### config.mk
export PLATFORM = sky130hd
export DESIGN_NAME = sram_ctrl
export DESIGN_NICKNAME = d
export VERILOG_FILES = /design/src/rtl/sram_ctrl.sv
export SDC_FILE = /design/constraint.sdc
export NUM_CORES = 1
export LEC_CHECK = 0
export ABC_AREA = 0
export CORE_UTILIZATION = 51
export DETAILED_ROUTE_END_ITERATION = 8
export PLACE_DENSITY = 0.95
export SETUP_SLACK_MARGIN = 0.05
export SLEW_MARGIN = 20
export SYNTH_ARGS = -nofsm -noshare
export SYNTH_HDL_FRONTEND = slang
export SYNTH_SLANG_ARGS = --single-unit
### constraint.sdc
create_clock -name clk -period 3.7 [get_ports clk]
set_clock_uncertainty 0.15 [all_clocks]
set_input_delay 0.37 -clock clk [delete_from_list [all_inputs] [get_ports clk]]
set_output_delay 0.37 -clock clk [all_outputs]
set_load 0.01 [all_outputs]
### src/rtl/sram_ctrl.sv
// Handshaked controller for an asynchronous 16-bit SRAM: read, full write and
// byte-masked read-modify-write cycles with programmable strobe and turnaround widths.
module sram_ctrl #(
  parameter int unsigned ADDR_W      = 19,
  parameter int unsigned DATA_W      = 16,
  parameter int unsigned WAIT_CYCLES = 2,
  parameter int unsigned TURN_CYCLES = 1
) (
  input  logic              clk,
  input  logic              reset,
  input  logic              req_valid,
  output logic              req_ready,
  input  logic              req_we,
  input  logic [1:0]        req_be,
  input  logic [ADDR_W-1:0] req_addr,
  input  logic [DATA_W-1:0] req_wdata,
  output logic              rsp_valid,
  output logic [DATA_W-1:0] rsp_rdata,
  output logic [ADDR_W-1:0] ADR,
  output logic [DATA_W-1:0] dat_out,
  output logic              dat_oe,
  input  logic [DATA_W-1:0] dat_in,
  output logic              RAMCS,
  output logic              RAMOE,
  output logic              RAMWE
);

  // One counter serves both the strobe phase and the turnaround phase.
  localparam int unsigned MAX_CYC   = (WAIT_CYCLES > TURN_CYCLES) ? WAIT_CYCLES : TURN_CYCLES;
  localparam int unsigned CNT_W     = $clog2(MAX_CYC + 1);
  localparam logic [CNT_W-1:0] WAIT_LOAD = CNT_W'(WAIT_CYCLES - 1);
  localparam logic [CNT_W-1:0] TURN_LOAD = CNT_W'(TURN_CYCLES - 1);

  typedef enum logic [2:0] {
    IDLE     = 3'd0,
    RD       = 3'd1,
    WR_SETUP = 3'd2,
    WR       = 3'd3,
    WR_HOLD  = 3'd4,
    TURN     = 3'd5
  } state_t;

  state_t            state;
  logic [CNT_W-1:0]  cnt;
  logic [1:0]        be_q;
  logic [DATA_W-1:0] wdata_q;
  logic              rmw_q;
  logic [DATA_W-1:0] merged_c;

  // Enabled lanes take the new write data, the others keep the word read back.
  assign merged_c = {be_q[1] ? wdata_q[15:8] : dat_in[15:8],
                     be_q[0] ? wdata_q[7:0]  : dat_in[7:0]};

  always_ff @(posedge clk or posedge reset) begin
    if (reset) begin
      state     <= IDLE;
      cnt       <= '0;
      be_q      <= '0;
      wdata_q   <= '0;
      rmw_q     <= 1'b0;
      req_ready <= 1'b0;
      rsp_valid <= 1'b0;
      rsp_rdata <= '0;
      ADR       <= '0;
      dat_out   <= '0;
      dat_oe    <= 1'b0;
      RAMCS     <= 1'b1;
      RAMOE     <= 1'b1;
      RAMWE     <= 1'b1;
    end else begin
      rsp_valid <= 1'b0;
      case (state)
        IDLE: begin
          req_ready <= 1'b1;
          if (req_valid && req_ready) begin
            req_ready <= 1'b0;
            ADR       <= req_addr;
            be_q      <= req_be;
            wdata_q   <= req_wdata;
            rmw_q     <= 1'b0;
            if (!req_we || req_be == 2'b01 || req_be == 2'b10) begin
              // Partial writes start with a read of the current word.
              state <= RD;
              cnt   <= WAIT_LOAD;
              rmw_q <= req_we;
              RAMCS <= 1'b0;
              RAMOE <= 1'b0;
            end else if (req_be == 2'b11) begin
              state   <= WR_SETUP;
              RAMCS   <= 1'b0;
              dat_oe  <= 1'b1;
              dat_out <= req_wdata;
            end else begin
              state     <= TURN;
              cnt       <= TURN_LOAD;
              rsp_valid <= 1'b1;
            end
          end
        end
        RD: begin
          if (cnt == '0) begin
            RAMOE <= 1'b1;
            if (rmw_q) begin
              state   <= WR_SETUP;
              dat_out <= merged_c;
              dat_oe  <= 1'b1;
            end else begin
              state     <= TURN;
              cnt       <= TURN_LOAD;
              rsp_rdata <= dat_in;
              rsp_valid <= 1'b1;
              RAMCS     <= 1'b1;
            end
          end else begin
            cnt <= cnt - CNT_W'(1);
          end
        end
        WR_SETUP: begin
          state <= WR;
          cnt   <= WAIT_LOAD;
          RAMWE <= 1'b0;
        end
        WR: begin
          if (cnt == '0) begin
            state <= WR_HOLD;
            RAMWE <= 1'b1;
          end else begin
            cnt <= cnt - CNT_W'(1);
          end
        end
        WR_HOLD: begin
          state     <= TURN;
          cnt       <= TURN_LOAD;
          rsp_valid <= 1'b1;
          RAMCS     <= 1'b1;
          dat_oe    <= 1'b0;
        end
        TURN: begin
          if (cnt == '0) begin
            state     <= IDLE;
            req_ready <= 1'b1;
          end else begin
            cnt <= cnt - CNT_W'(1);
          end
        end
        default: begin
          state  <= IDLE;
          RAMCS  <= 1'b1;
          RAMOE  <= 1'b1;
          RAMWE  <= 1'b1;
          dat_oe <= 1'b0;
        end
      endcase
    end
  end

endmodule

==> impl_metrics.csv <==
group,metric,value,unit
outcome,status,"finished clean",
sta,drv_slew,0,
grt,grt_pass1_wl,13.8,mm
final_layout,n_antenna_cell,0,
logic_synthesis,yosysTopAreaCell,"dfrtp_1",
grt,grt.overflow.total,0,
power_and_ir_drop,peakVddDrop,0.473,mV
die,dieWidth,87.6,um
sta,finalWorstSetupSlack,1.26,ns
sta,fin_tns_setup,0,ns
sta,finalHoldViolations,0,
grt,grt_util_met3,0.0462,
logic_synthesis,netlist_top_cells_area,"dfrtp_1 52%, mux2_2 12%, mux2i_1 9.1%",
power_and_ir_drop,power.density,857,nW/um2
grt,grt_use_total,0.240,
power_and_ir_drop,p_int,2.89,mW
power_and_ir_drop,clkPwrFrac,0.147,
die,initial_core_util,0.538,
clock_network,cts_resized,0,
sta,relSlewSlack,0.371,
drt,avgViaCountPerCell,5.28,
critical_path,critical_path_class,"flop to flop",
clock_network,cts_hold_buf,0,
logic_synthesis,synth_seq_cells,81,
critical_path,crit_path_start_kind,"flop",
die,row_count,30,
clock_network,root_buffer,"clkbuf_8",
logic_synthesis,synth.cell_area,3740,um2
clock_network,clkTransAtPathRegs,0.08,ns
die,core,6940,um2
grt,grt_max_degree,58,
placement,place_congestion,0.853,
critical_path,crit_fanout,40,
placement,dpl.hpwl,5.88,mm
min_path,hold_path.class,"flop to flop",
final_layout,layout.nets,476,
placement,place_ws,1.12,ns
power_and_ir_drop,p_sw,1.49,mW
sta,tightest_slew,0.942,ns
final_layout,area_growth,36.8,%
sta,finalSetupViolations,0,
clock_network,clk-insertion-delay-late,0.34,ns
critical_path,cp.arrival,2.51,ns
die,pin_count,114,
grt,grt.busiest_layer,"met2",
clock_network,cts_buffers,9,
drt,drc_errors,0,
grt,met1_usage,0.300,
grt,grt_pass1_vias,2855,
sta,whs,0.348,ns
logic_synthesis,ys_seq_area_frac,0.543,
logic_synthesis,synthCells,305,
sta,fmax,0.410,GHz
clock_network,cts.sinks,81,
flow_run,max-cap-violations,0,
critical_path,worstPathRequired,3.77,ns
clock_network,postCtsSetupBuffers,0,
power_and_ir_drop,switching_share,0.340,
clock_network,clk_path_buf_depth,2,
die,die_y,87.6,um
power_and_ir_drop,seqPwrFrac,0.382,
drt,dr.pass1.iters,4,
critical_path,end_kind,"flop",
drt,vias,2723,
sta,fin_crit,2.44,ns
clock_network,cts_tree,"done",
final_layout,drive_above_1_share,0.181,
drt,ant_nets,0,
logic_synthesis,yosys_warnings,0,
clock_network,cts_max_level,3,
drt,wl_per_cell,16.2,um
logic_synthesis,avgSynthCellArea,12.3,um2
drt,drt_wl_total,8.34,mm
grt,met2_usage,0.400,
logic_synthesis,yosys.cell_types.count,39,
final_layout,final_cell_mix,"113 x clkdlybuf4s50_1, 78 x dfrtp_1, 41 x mux2_2",
final_layout,final_common_cell,"clkdlybuf4s50_1",
sta,grt_setup_unrepaired,"no",
grt,antenna_found_initial,0,
logic_synthesis,synth_top_area_frac,0.522,
sta,fin_crit_sh,0.659,
power_and_ir_drop,p_comb_frac,0.471,
logic_synthesis,syn_nets,365,
drt,drtIter0Drc,273,
power_and_ir_drop,leakage,2.34,nW
placement,io_buffers,113,
power_and_ir_drop,power.total,4.38,mW
die,die-area,7670,um2
==> metrics by stage <==
step,utilization,std cells,cell area [um2]
after floorplan,-,305,3740
after global placement,0.708,501,4920
after detailed placement,0.708,501,4920
after CTS,0.736,516,5110
after global routing,0.736,516,5110
final,0.736,516,5110
==> area by class of cell <==
type | instances | area [um2]
Clock buffer | 12 | 155
Fill cell | 466 | 1830
Timing Repair Buffer | 117 | 1160
Multi-Input combinational cell | 183 | 1520
Tap cell | 96 | 120
Clock inverter | 3 | 40.0
Inverter | 24 | 91.3
Sequential cell | 81 | 2030
==> routing by layer <==
metal  up-vias  wire, um
met1      1328      3480
li1       1272         -
met2       108      4220
met5         -         0
met3        15       427
met4         0       204
==> kinds of logic after synthesis <==
group / after synthesis / share of synthesized area
AOI/OAI and AO/OA: 42 / 0.0663
xor gates and xnor gates: 1 / 0.00234
adders and majority gates: 3 / 0.0100
buffers and inverters: 41 / 0.0516
DFF: 81 / 0.543
muxes: 87 / 0.260
and+or+nand+nor: 50 / 0.0666
==> sequential cells by signal (all words and copies together) (netlist names) <==
signal,cells
rsp_rdata,16
cnt,2
req_ready,1
RAMWE,1
be_q,2
state,3
rsp_valid,1
dat_oe,1
wdata_q,16
dat_out,16
rmw_q,1
ADR,19
RAMCS,1
RAMOE,1
==> power by group through the flow <==
| stage | combinational (mW) | sequential [mW] | clock, mW |
|---|---|---|---|
| CTS | 2.09 | 1.67 | 0.651 |
| global route | 2.26 | 1.73 | 0.696 |
| detailed placement | 2.07 | 1.69 | 0 |
| floorplan | 1.15 | 1.70 | 0 |
| finish | 2.06 | 1.67 | 0.643 |
| global placement | 1.99 | 1.65 | 0 |
==> synth_stat cells (all sizes together) <==
library cell	instances
o21ai	26
and2b	1
and2	1
and3	1
inv	24
nor2b	1
o21a	1
nand2b	4
nand2	23
mux2i	34
a21oi	4
nor3b	2
a21o	1
xnor2	1
o32ai	1
nand3b	2
a211oi	1
a31oi	3
dfstp	3
o211ai	1
dfrtp	78
a22oi	1
o22ai	1
a32oi	1
ha	3
buf	11
mux2	53
nor3	1
o32a	1
nand3	4
nor2	10
clkbuf	6
==> worst paths after layout <==
kind / startpoint / to / slack (ns) / cells after the start
setup / recovery: state[1] / wdata_q[1] / 1.26 / 3
hold / removal: dat_oe / dat_oe / 0.35 / 2
setup reg to reg: state[1] / wdata_q[1] / 1.26 / 3
hold reg to reg: dat_oe / dat_oe / 0.35 / 2
max in group asynchronous: reset / rsp_rdata[3] / 2.26 / 3
min in group asynchronous: reset / ADR[6] / 0.38 / 2
==> worst max-delay path, stage by stage, from the launching register on <==
cell and delay (ns):
dfrtp_1 0.58, nor3_1 0.34, and2b_2 0.81, mux2_2 0.42
No activity file was read; power rests on OpenSTA's default activity.
